==> src/rtl/cpu_pkg.sv <==
// Shared CPU definitions: word geometry, PC step and the boot loader state type.
package cpu_pkg;

  localparam int unsigned WORD_W = 32;
  localparam logic [WORD_W-1:0] ADDR_STEP = 32'd4;

  typedef enum logic [2:0] {
    StIdle  = 3'd0,
    StLoad  = 3'd1,
    StCheck = 3'd2,
    StDone  = 3'd3,
    StError = 3'd4
  } loader_state_t;

  // A load length is usable only if it is non-zero and fits the memory.
  function automatic logic len_is_legal(input int unsigned len, input int unsigned depth);
    return (len != 0) && (len <= depth);
  endfunction

endpackage

==> src/rtl/loader_checksum.sv <==
// Running 32-bit additive checksum; one add per enabled cycle, wraps mod 2^32.
module loader_checksum
  import cpu_pkg::*;
(
  input  logic              clk,
  input  logic              rst,
  input  logic              clear,
  input  logic              en,
  input  logic [WORD_W-1:0] din,
  output logic [WORD_W-1:0] sum
);

  always_ff @(posedge clk) begin
    if (rst || clear) begin
      sum <= '0;
    end else if (en) begin
      sum <= sum + din;
    end
  end

endmodule

==> src/rtl/imem_boot_loader.sv <==
// Streams instruction words into IMEM at PC+4 steps, verifies the checksum, then releases the CPU.
module imem_boot_loader
  import cpu_pkg::*;
#(
  parameter int unsigned       DEPTH_WORDS = 256,
  parameter logic [WORD_W-1:0] BASE_ADDR   = 32'h0000_0000,
  parameter int unsigned       LEN_W       = 9
) (
  input  logic              clk,
  input  logic              rst,
  input  logic              start,
  input  logic [LEN_W-1:0]  load_len,
  input  logic [WORD_W-1:0] exp_sum,
  input  logic              in_valid,
  input  logic [WORD_W-1:0] in_data,
  output logic              in_ready,
  output logic              imem_we,
  output logic [WORD_W-1:0] imem_addr,
  output logic [WORD_W-1:0] imem_wdata,
  output logic [LEN_W-1:0]  words_loaded,
  output logic              done,
  output logic              error,
  output logic              cpu_run
);

  loader_state_t     state;
  logic [LEN_W-1:0]  len;
  logic [WORD_W-1:0] exp_val;
  logic [WORD_W-1:0] addr;
  logic [WORD_W-1:0] sum;
  logic              start_ok;
  logic              xfer;
  logic              last_word;

  assign start_ok  = start && (state inside {StIdle, StDone, StError});
  assign xfer      = (state == StLoad) && in_valid && in_ready;
  assign last_word = (words_loaded + LEN_W'(1)) == len;
  assign cpu_run   = done;

  loader_checksum u_checksum (
    .clk   (clk),
    .rst   (rst),
    .clear (start_ok),
    .en    (xfer),
    .din   (in_data),
    .sum   (sum)
  );

  always_ff @(posedge clk) begin
    if (rst) begin
      state        <= StIdle;
      in_ready     <= 1'b0;
      imem_we      <= 1'b0;
      imem_addr    <= BASE_ADDR;
      imem_wdata   <= '0;
      words_loaded <= '0;
      done         <= 1'b0;
      error        <= 1'b0;
      len          <= '0;
      exp_val      <= '0;
      addr         <= BASE_ADDR;
    end else begin
      imem_we <= 1'b0;
      unique case (state)
        StIdle, StDone, StError: begin
          if (start_ok) begin
            len          <= load_len;
            exp_val      <= exp_sum;
            words_loaded <= '0;
            done         <= 1'b0;
            error        <= 1'b0;
            addr         <= BASE_ADDR;
            if (len_is_legal(32'(load_len), DEPTH_WORDS)) begin
              state    <= StLoad;
              in_ready <= 1'b1;
            end else begin
              state <= StError;
              error <= 1'b1;
            end
          end
        end
        StLoad: begin
          if (xfer) begin
            imem_we      <= 1'b1;
            imem_wdata   <= in_data;
            imem_addr    <= addr;
            addr         <= addr + ADDR_STEP;
            words_loaded <= words_loaded + LEN_W'(1);
            // Drop ready on the final word so the stream cannot overrun len.
            if (last_word) begin
              in_ready <= 1'b0;
              state    <= StCheck;
            end
          end
        end
        StCheck: begin
          if (sum == exp_val) begin
            state <= StDone;
            done  <= 1'b1;
          end else begin
            state <= StError;
            error <= 1'b1;
          end
        end
        default: begin
          state    <= StIdle;
          in_ready <= 1'b0;
        end
      endcase
    end
  end

  a_addr_aligned: assert property (@(posedge clk) disable iff (rst)
    imem_we |-> (imem_addr[1:0] == 2'b00));

  a_done_error_excl: assert property (@(posedge clk) disable iff (rst)
    !(done && error));

endmodule

==> config.mk <==
export PLATFORM = sky130hd
export DESIGN_NAME = imem_boot_loader
export DESIGN_NICKNAME = d
export VERILOG_FILES = /design/src/rtl/cpu_pkg.sv /design/src/rtl/loader_checksum.sv /design/src/rtl/imem_boot_loader.sv
export SDC_FILE = /design/constraint.sdc
export NUM_CORES = 1
export LEC_CHECK = 0
export ABC_AREA = 1
export CELL_PAD_IN_SITES_DETAIL_PLACEMENT = 1
export CELL_PAD_IN_SITES_GLOBAL_PLACEMENT = 2
export CORE_AREA = 2 2 164 230
export DETAILED_ROUTE_END_ITERATION = 7
export DIE_AREA = 0 0 166 232
export PLACE_DENSITY = 0.75
export SYNTH_ARGS = -nofsm -noshare
export SYNTH_HDL_FRONTEND = slang
export SYNTH_SLANG_ARGS = --single-unit
==> constraint.sdc <==
create_clock -name clk -period 2.2 [get_ports clk]
set_input_delay 0.55 -clock clk [delete_from_list [all_inputs] [get_ports clk]]
set_output_delay 0.55 -clock clk [all_outputs]
set_load 0.02 [all_outputs]
==> flow_summary.yaml <==
sta:
  slew_viol_final: 0
  hold_violations: 0
  worst_slack_ns: 0.0820
  period_minus_slack_ns: 2.12
  fin_crit_sh_pct: 96.3
  setup_viol: 0
  fmax_mhz: 472
  tightest_slew_ns: 0.562
  fin_skew_ns: 0.00974
  slew_headroom_pct: 62.0
  rsz0062_at_grt: "yes"
critical_path:
  timing.rr.end: "u_checksum.sum[9]$_SDFFE_PP0P_"
  crit_arrival_ns: 1.57
  crit_chain: "clkdlybuf4s50_1"
  cp.required_ns: 1.65
  worst_setup_path_start_kind: "flop"
  cp_max_fo: 7
  rrSetupSlack_ns: 0.13
  crit_buf_inv: 1
  end_kind: "output pin"
  cp_num_cells: 1
  r2r_cells: 11
  slowest_stage: "clkdlybuf4s50_1"
  cpLargestDelayFamily: "buffers and inverters"
  reg2reg_from: "u_checksum.sum[1]$_SDFFE_PP0P_"
  cp_slowest_stage_delay_ns: 0.66
  critPathKind: "flop to output pin"
floorplan:
  design.core.area_um2: 36500
  rows: 83
  start_util_pct: 26.7
  die_w_um: 166
  die_h_um: 232
  fp.dieArea_um2: 38500
  ios: 155
route:
  antenna_left: 0
  drt-vias-per-instance: 4.70
  drc: 0
  drt_iter0_markers: 323
  vias: 10238
  first_pass_iters: 4
  wl_per_cell_um: 16.5
  totalWireLength_mm: 36.1
global_routing:
  antenna_found_initial: 5
  grt_pass1_vias: 10859
  grt_usage_pct: 18.7
  grt_start_max_net_pins: 61
  grtUsageMet1_pct: 20.2
  use_met2_pct: 35.9
  busiest_layer: "met2"
  overflow: 0
  grt_pass1_wl_mm: 56.9
  use_met3_pct: 3.41
final_layout:
  drive_above_1_share_pct: 18.2
  n_antenna_cell: 0
  multi_input_area_um2: 5800
  postLayoutCellArea_um2: 14000
  fillers: 4465
  final_util_pct: 38.4
  regArea_um2: 3630
  final_nets: 1810
  syn2layout_area_growth_pct: 44.1
placed_design:
  hpwl_mm: 27.5
  gp_congestion: 0.850
  place_area_um2: 12800
  dp_worst_setup_slack_ns: -0.708
  portBuffers: 152
synthesis:
  synthArstFlopShare_pct: 0
  synth_flop_cell: "dfxtp_1"
  yosys.area.top_type: "dfxtp_1"
  synth_top_area_share_pct: 37.3
  synth_edf_count: 0
  synth_area_leaders: "dfxtp_1 (37%), nor2_1 (9.9%), nand2_1 (9.2%)"
  synth-seq-area-share_pct: 37.3
  synthesis.area_um2: 9720
  yosysUniqueCellTypes: 48
  yosys_warnings: 0
  synthCells: 1427
  ys_ff_latch: 181
  avgSynthCellArea_um2: 6.81
power_and_ir_drop:
  power.density_nw_per_um2: 586
  leakagePower_nw: 5.92
  peakVddDrop_mv: 0.371
clock_tree:
  cts_buffers: 17
  cts_tree: "done"
  numClockSinks: 181
  clockBufferDepth: 2
  cts.clk_slew.worst_paths_ns: 0.07
  clkLatencyLatePin_ns: 0.46
  clockRootBuffer: "clkbuf_16"
  cts-htree-levels: 4
outcome:
  outcome: "completed"
hold_path:
  min_to: "imem_wdata[0]$_SDFFE_PP0P_"
  hp-start: "in_data[0]"
  hold_path_depth: 3
  hp-class: "primary input to flop"
job:
  drv_cap: 0
-- state kept, by name, summed over array words and instances (netlist names), 3 cells and up --
| name | flops |
|---|---|
| exp_val | 32 |
| imem_wdata | 32 |
| u_checksum.sum | 32 |
| addr | 30 |
| imem_addr | 30 |
| len | 9 |
| words_loaded | 9 |
| state | 3 |
-- metrics by stage --
step / setup TNS, ns / hold slack, ns / total power [W] / cells
after floorplan: 0 / 0.442 / 0.00438 / 1428
after global placement: -13.82 / 0.456 / 0.00510 / 2144
after detailed placement: -15.40 / 0.462 / 0.00512 / 2144
after CTS: 0 / 0.472 / 0.00833 / 2177
after global routing: -0.0576 / 0.475 / 0.00866 / 2179
final: 0 / 0.441 / 0.00821 / 2179
-- layout make-up --
class	count	share of cell area (%)
Multi-Input combinational cell	1044	41.4
Clock inverter	12	0.849
Inverter	148	3.98
Clock buffer	20	3.33
Timing Repair Buffer	307	20.3
Sequential cell	181	25.9
Tap cell	467	4.17
-- where the power goes --
part           switching (W)  internal (W)  total (W)
clock                0.00146       0.00167    0.00313
combinational       0.000875      0.000685    0.00156
sequential          0.000103       0.00343    0.00353
-- cell usage after synthesis, types with 2 or more instances --
master / n
buf_6: 3
inv_2: 4
nand4_2: 2
nor3_1: 19
nor4_1: 7
xor2_1: 13
nor3b_1: 5
nand3_2: 2
nor2_4: 2
a211oi_1: 2
dfxtp_1: 181
nand3b_1: 4
clkinv_1: 2
nand2_1: 239
nor3_2: 2
o211ai_1: 2
buf_1: 2
nand2_2: 5
o21ai_1: 5
o21ai_0: 159
nand3_1: 73
inv_1: 142
nor2_1: 256
xnor2_1: 26
nor3_4: 2
ha_1: 33
or2_2: 10
o21a_1: 2
o21bai_1: 8
a21o_1: 5
clkbuf_1: 23
buf_2: 20
buf_4: 7
a21oi_1: 129
nand4_1: 18
-- cell usage in the layout (no fill, tap or decap), types with 3 or more instances in the layout --
cell type / n
a21o_1: 5
a21oi_1: 109
a21oi_2: 19
buf_12: 9
buf_4: 146
clkbuf_16: 17
clkbuf_8: 3
clkdlybuf4s50_1: 128
clkinv_4: 3
dfxtp_1: 178
dfxtp_2: 3
dlymetal6s2s_1: 22
ha_1: 7
ha_4: 24
inv_1: 140
inv_2: 5
inv_6: 3
nand2_1: 231
nand2_2: 13
nand3_1: 70
nand3_2: 5
nand3b_1: 4
nand4_1: 18
nor2_1: 243
nor2_2: 13
nor2_4: 3
nor3_1: 17
nor3_2: 4
nor3b_1: 5
nor4_1: 4
o21ai_0: 137
o21ai_1: 22
o21ai_2: 6
o21bai_1: 6
or2_2: 10
xnor2_1: 26
xor2_1: 13
-- kinds of logic (layout without fill, tap and decap cells) --
group,after synthesis,count (layout),share of synthesized area [%]
compound gates,317,317,17.1
xor+xnor,39,39,3.51
fa+ha+maj,34,34,4.45
buf+inv,203,487,8.59
flops,181,181,37.3
other cells,1,2,0.0386
simple gates,652,652,29.1
-- tightest hold or removal path, cell delays in order --
cell and delay, ns:
dlymetal6s2s_1 0.12, o21ai_0 0.10, nor2_1 0.09
-- timing repair --
item / in CTS / in global routing
buffers inserted: 1 / 2
endpoints found under the setup margin: 20 / 26
hold buffers: 0 / 0
gates resized for setup: 40 / 92
pin swaps: 9 / 15
-- metal layers --
layer | share of wire, % | up-vias
met3 | 3.1 | 51
met4 | 2.8 | 8
met5 | 0.12 | -
li1 | - | 5201
met2 | 53 | 150
met1 | 41 | 4828
-- worst max-delay path by stage --
stage / startpoint / endpoint
finish: words_loaded[2]$_SDFFE_PP0P_ / words_loaded[2]
global route: in_data[3] / u_checksum.sum[26]$_SDFFE_PP0P_
CTS: in_data[14] / u_checksum.sum[29]$_SDFFE_PP0P_
detailed placement: in_data[5] / u_checksum.sum[27]$_SDFFE_PP0P_
global placement: in_data[5] / u_checksum.sum[27]$_SDFFE_PP0P_
floorplan: in_data[0] / u_checksum.sum[26]$_SDFFE_PP0P_
Note: power is estimated with default switching activity, not from simulation.
